## config.mk

```make
export PLATFORM = sky130hd
export DESIGN_NAME = iterative_divider
export DESIGN_NICKNAME = d
export VERILOG_FILES = /design/src/rtl/iterative_divider_pkg.sv /design/src/rtl/iterative_divider_div_step.sv /design/src/rtl/iterative_divider.sv
export SDC_FILE = /design/constraint.sdc
export NUM_CORES = 1
export LEC_CHECK = 0
export ABC_CLOCK_PERIOD_IN_PS = 7000
export CAP_MARGIN = 0
export CORE_UTILIZATION = 45
export CTS_BUF_LIST = sky130_fd_sc_hd__clkbuf_2 sky130_fd_sc_hd__clkbuf_4 sky130_fd_sc_hd__clkbuf_8
export DETAILED_ROUTE_END_ITERATION = 12
export GPL_ROUTABILITY_DRIVEN = 0
export PLACE_DENSITY = 0.64
export SYNTH_ARGS = -nofsm -noshare
export SYNTH_HDL_FRONTEND = slang
export SYNTH_SLANG_ARGS = --single-unit
export TNS_END_PERCENT = 1
```

## constraint.sdc

```tcl
create_clock -name clk -period 7 [get_ports clk]
set_clock_uncertainty 0.1 [all_clocks]
set_input_delay 1.4 -clock clk [delete_from_list [all_inputs] [get_ports clk]]
set_output_delay 1.4 -clock clk [all_outputs]
set_load 0.005 [all_outputs]
```

## src/rtl/iterative_divider_pkg.sv

```systemverilog
// +----------------------------------------------------------------+
// | iterative_divider_pkg: shared widths and FSM state encodings   |
// | Rev 1.0                                                        |
// +----------------------------------------------------------------+
`default_nettype none

package iterative_divider_pkg;

    localparam int DIV_WIDTH = 32;

    typedef enum logic [1:0] {
        DIV_IDLE = 2'd0,
        DIV_PREP = 2'd1,
        DIV_ITER = 2'd2,
        DIV_FIX  = 2'd3
    } div_state_t;

endpackage

`default_nettype wire

```

## src/rtl/iterative_divider_div_step.sv

```systemverilog
// +----------------------------------------------------------------+
// | div_step: one restoring shift-subtract step of the divider     |
// | Rev 1.0                                                        |
// +----------------------------------------------------------------+
`default_nettype none

module div_step
    import iterative_divider_pkg::*;
#(
    parameter int WIDTH = DIV_WIDTH
) (
    input  logic [WIDTH-1:0] partial_rem,
    input  logic             dividend_bit,
    input  logic [WIDTH-1:0] divisor_mag,
    output logic [WIDTH-1:0] new_rem,
    output logic             q_bit
);

    logic [WIDTH:0]   shifted;
    logic [WIDTH+1:0] diff;
    logic             unused_diff_bit;

    assign shifted = {partial_rem, dividend_bit};

    // Subtract as add of the inverted divisor with carry-in 1; the top bit is the sign.
    assign diff    = {1'b0, shifted} + ~{2'b00, divisor_mag} + (WIDTH+2)'(1);
    assign q_bit   = ~diff[WIDTH+1];

    // A kept remainder is always below the divisor, so it fits in WIDTH bits.
    assign new_rem = q_bit ? diff[WIDTH-1:0] : shifted[WIDTH-1:0];

    assign unused_diff_bit = diff[WIDTH];

endmodule

`default_nettype wire

```

## src/rtl/iterative_divider.sv

```systemverilog
// +----------------------------------------------------------------+
// | iterative_divider: multi-cycle signed/unsigned restoring divide|
// | Rev 1.0                                                        |
// +----------------------------------------------------------------+
`default_nettype none

module iterative_divider
    import iterative_divider_pkg::*;
#(
    parameter int WIDTH = DIV_WIDTH
) (
    input  logic             clk,
    input  logic             rst,
    input  logic             start,
    input  logic             is_signed,
    input  logic [WIDTH-1:0] dividend,
    input  logic [WIDTH-1:0] divisor,
    output logic             busy,
    output logic             done,
    output logic [WIDTH-1:0] quotient,
    output logic [WIDTH-1:0] remainder,
    output logic             div_by_zero
);

    localparam int CNT_W = $clog2(WIDTH + 1);

    div_state_t       state;
    div_state_t       state_next;
    logic [CNT_W-1:0] count;
    logic             signed_op;
    logic [WIDTH-1:0] dvd_raw;
    logic [WIDTH-1:0] dvs_raw;
    logic [WIDTH-1:0] work;
    logic [WIDTH-1:0] dvs_mag;
    logic [WIDTH-1:0] prem;
    logic             q_neg;
    logic             r_neg;
    logic             dvs_zero;
    logic             dvd_neg;
    logic             dvs_neg;
    logic [WIDTH-1:0] step_rem;
    logic             step_q;

    assign dvs_zero = (dvs_raw == '0);
    assign dvd_neg  = signed_op & dvd_raw[WIDTH-1];
    assign dvs_neg  = signed_op & dvs_raw[WIDTH-1];

    div_step #(
        .WIDTH(WIDTH)
    ) u_div_step (
        .partial_rem (prem),
        .dividend_bit(work[WIDTH-1]),
        .divisor_mag (dvs_mag),
        .new_rem     (step_rem),
        .q_bit       (step_q)
    );

    always_ff @(posedge clk) begin
        if (rst) begin
            state <= DIV_IDLE;
        end else begin
            state <= state_next;
        end
    end

    always_comb begin
        state_next = state;
        case (state)
            DIV_IDLE: if (start) state_next = DIV_PREP;
            DIV_PREP: state_next = dvs_zero ? DIV_FIX : DIV_ITER;
            DIV_ITER: if (count == CNT_W'(1)) state_next = DIV_FIX;
            DIV_FIX:  state_next = DIV_IDLE;
        endcase
    end

    always_comb begin
        busy = (state != DIV_IDLE);
    end

    // Datapath: work doubles as dividend magnitude and, bit by bit, the quotient.
    always_ff @(posedge clk) begin
        if (rst) begin
            count       <= '0;
            done        <= 1'b0;
            div_by_zero <= 1'b0;
            quotient    <= '0;
            remainder   <= '0;
            signed_op   <= 1'b0;
            dvd_raw     <= '0;
            dvs_raw     <= '0;
            work        <= '0;
            dvs_mag     <= '0;
            prem        <= '0;
            q_neg       <= 1'b0;
            r_neg       <= 1'b0;
        end else begin
            done <= (state == DIV_FIX);
            case (state)
                DIV_IDLE: begin
                    if (start) begin
                        signed_op <= is_signed;
                        dvd_raw   <= dividend;
                        dvs_raw   <= divisor;
                    end
                end
                DIV_PREP: begin
                    work    <= dvd_neg ? -dvd_raw : dvd_raw;
                    dvs_mag <= dvs_neg ? -dvs_raw : dvs_raw;
                    q_neg   <= dvd_neg ^ dvs_neg;
                    r_neg   <= dvd_neg;
                    prem    <= '0;
                    count   <= CNT_W'(WIDTH);
                end
                DIV_ITER: begin
                    prem  <= step_rem;
                    work  <= {work[WIDTH-2:0], step_q};
                    count <= count - CNT_W'(1);
                end
                DIV_FIX: begin
                    if (dvs_zero) begin
                        quotient    <= '1;
                        remainder   <= dvd_raw;
                        div_by_zero <= 1'b1;
                    end else begin
                        quotient    <= q_neg ? -work : work;
                        remainder   <= r_neg ? -prem : prem;
                        div_by_zero <= 1'b0;
                    end
                end
            endcase
        end
    end

endmodule

`default_nettype wire

```

==> impl_metrics.yaml <==
clocking:
  clock_sink_count: 237
  cts_max_level: 2
  post_cts_buffers: 0
  root_buffer: "clkbuf_8"
  cts.repair.resized: 0
  clock_path_buffers: 3
  cts_made_buffers: 44
  cts_tree: "done"
  clk_pin_slew_worst_paths_ps: 60
  cts_hold_buf: 0
  clock_latency_ps: 560
synthesis:
  ys_seq_elements: 237
  avgSynthCellArea_um2: 7.685
  synth-edff-count: 0
  syn_nets: 1858
  ys.flop_type: "dfxtp_1"
  synthDistinctLibCells: 57
  synth_area_leader_cell: "dfxtp_1"
  yosysWarningCount: 0
  synth_area_um2: 13420
  synth-async-reset-ratio: 0
  yosysSeqAreaShare: 0.3536
  synthCells: 1746
  yosysTopAreaCellShare: 0.3536
  synthTopCellsByArea: "dfxtp_1 35%, nand2_1 7.9%, xor2_1 5.2%"
critical_path:
  endpoint_kind: "flip-flop"
  worstSetupPathType: "reg2reg"
  crit_path_max_fanout: 30
  cp.arrival_ps: 4120
  worst_ep_required_time_ps: 7350
  start_kind: "flip-flop"
drt:
  wire_per_inst_um: 16.56
  drt_first_pass_iters: 5
  via_count: 12431
  drtAntennaViolNets: 0
  dr.first_iter.drc_count: 778
  drc_errors: 0
  wirelength_um: 37050
  vias_per_cell: 5.557
timing:
  maxSlewViolCount: 0
  fin_tns_setup_ps: 0
  tightest_slew_ps: 1307
  clock.fmax_mhz: 264.7
  finalSetupViolations: 0
  layout_min_cycle_time_ps: 3777
  final-hold-violation-count: 0
  fin_crit_sh: 0.5396
  rsz0062_at_grt: "false"
  whs_ps: 377.7
  relSlewSlack: 0.1272
status:
  status: "finished clean"
cells_and_area:
  drive_above_1_share: 0.05882
  antenna_cells: 0
  nets: 1940
  final_common_cell: "nand2_1"
  postLayoutCellArea_um2: 15840
  area_growth_pct: 18.02
  n_fill_cell: 2842
  final_cell_mix: "282 x nand2_1, 237 x dfxtp_1, 179 x nor2_1"
floorplan:
  io_pins: 135
  row_count: 62
  dieArea_um2: 30510
  core-area_um2: 29010
  die_w_um: 174.7
  initial_core_util: 0.4625
  die_h_um: 174.7
global_routing:
  antenna_found_initial: 0
  grt_pass1_wl_um: 59650
  track_usage: 0.2389
  grt-ovfl-total: 0
  grt_pass1_vias: 11523
  grt_max_degree: 95
worst_hold_path:
  hp-class: "reg2reg"
power:
  vdd.ir_drop.worst_uv: 174.3
  power.density_nw_per_um2: 344.0
  leakagePower_nw: 5.851
  fin_total_pwr_mw: 5.447
placed_design:
  portBuffers: 134
  hpwl_um: 26430
  dpl_cell_area_um2: 14950
run:
  cap_violations: 0
==> state kept, by name, summed over array words and instances, names as in the netlist <==
name         count
count            6
div_by_zero      1
done             1
dvd_raw         32
dvs_mag         32
dvs_raw         32
prem            32
q_neg            1
quotient        32
r_neg            1
remainder       32
signed_op        1
state            2
work            32
==> worst max-delay path, stage by stage, from the launching register on <==
cell,delay (ps)
dfxtp_1,460
ha_1,270
nor2b_1,140
o31ai_1,430
a211oi_1,220
or4b_2,710
nand3_1,170
a31oi_1,170
or2_2,590
o311ai_0,400
==> synth_stat cells (13+ instances only) <==
library cell / number
dfxtp_1: 237
a211oi_1: 42
ha_1: 43
nand2b_1: 16
a21oi_1: 119
o31ai_1: 34
mux2i_1: 59
a311oi_1: 22
inv_1: 53
o41ai_1: 14
a21o_1: 13
nor2_1: 181
xnor2_1: 60
or3_1: 25
xor2_1: 79
clkbuf_1: 98
nand3_1: 81
nor3_1: 25
nand2_1: 283
o21ai_0: 122
==> cell families after synthesis <==
kind of cell | count (synthesis) | synth area share
simple gates | 671 | 0.2202
mux | 60 | 0.04485
compound gates | 432 | 0.2034
xor+xnor | 139 | 0.09073
fa+ha+maj | 44 | 0.04159
buf+inv | 163 | 0.04569
flops | 237 | 0.3536
==> per-layer routing <==
layer | up-vias | global-route usage | part of all wire
met5 | - | 0.01442 | 0.0017
met4 | 2 | 0.1000 | 0.037
met3 | 93 | 0.03764 | 0.052
met2 | 333 | 0.3965 | 0.47
met1 | 5727 | 0.3063 | 0.44
li1 | 6276 | - | -
==> area by class of cell <==
class / count / area, µm² / share of cell area
Inverter: 53 / 198.9 / 0.01256
Sequential cell: 237 / 4745 / 0.2996
Timing Repair Buffer: 146 / 1433 / 0.09047
Clock inverter: 7 / 66.31 / 0.004188
Tap cell: 384 / 480.5 / 0.03034
Clock buffer: 64 / 818.3 / 0.05168
Multi-Input combinational cell: 1346 / 8094 / 0.5111
==> through the flow <==
| step | util | setup slack, ps | instances |
|---|---|---|---|
| final | 0.5458 | 3223 | 2237 |
| after global routing | 0.5458 | 2949 | 2237 |
| after CTS | 0.5458 | 3254 | 2237 |
| after detailed placement | 0.5153 | 3270 | 2166 |
| after global placement | 0.5153 | 3342 | 2166 |
| after floorplan | - | 3772 | 1746 |
==> power by group <==
| part | switching, mW | internal, mW |
|---|---|---|
| clock | 0.576 | 0.780 |
| sequential | 0.230 | 1.57 |
| combinational | 1.39 | 0.896 |
| total | 2.20 | 3.25 |
==> worst paths after layout <==
kind | start | to | slack (ps) | cells after the start
worst max register to register | prem[0]$_SDFFE_PP0P_ | prem[2]$_SDFFE_PP0P_ | 3220 | 9
worst min register to register | dvs_raw[10]$_SDFFE_PP0P_ | dvs_raw[10]$_SDFFE_PP0P_ | 380 | 2
worst max-delay path | prem[0]$_SDFFE_PP0P_ | prem[2]$_SDFFE_PP0P_ | 3220 | 9
worst min-delay path | dvs_raw[10]$_SDFFE_PP0P_ | dvs_raw[10]$_SDFFE_PP0P_ | 380 | 2
Note: power is estimated with default switching activity, not from simulation.
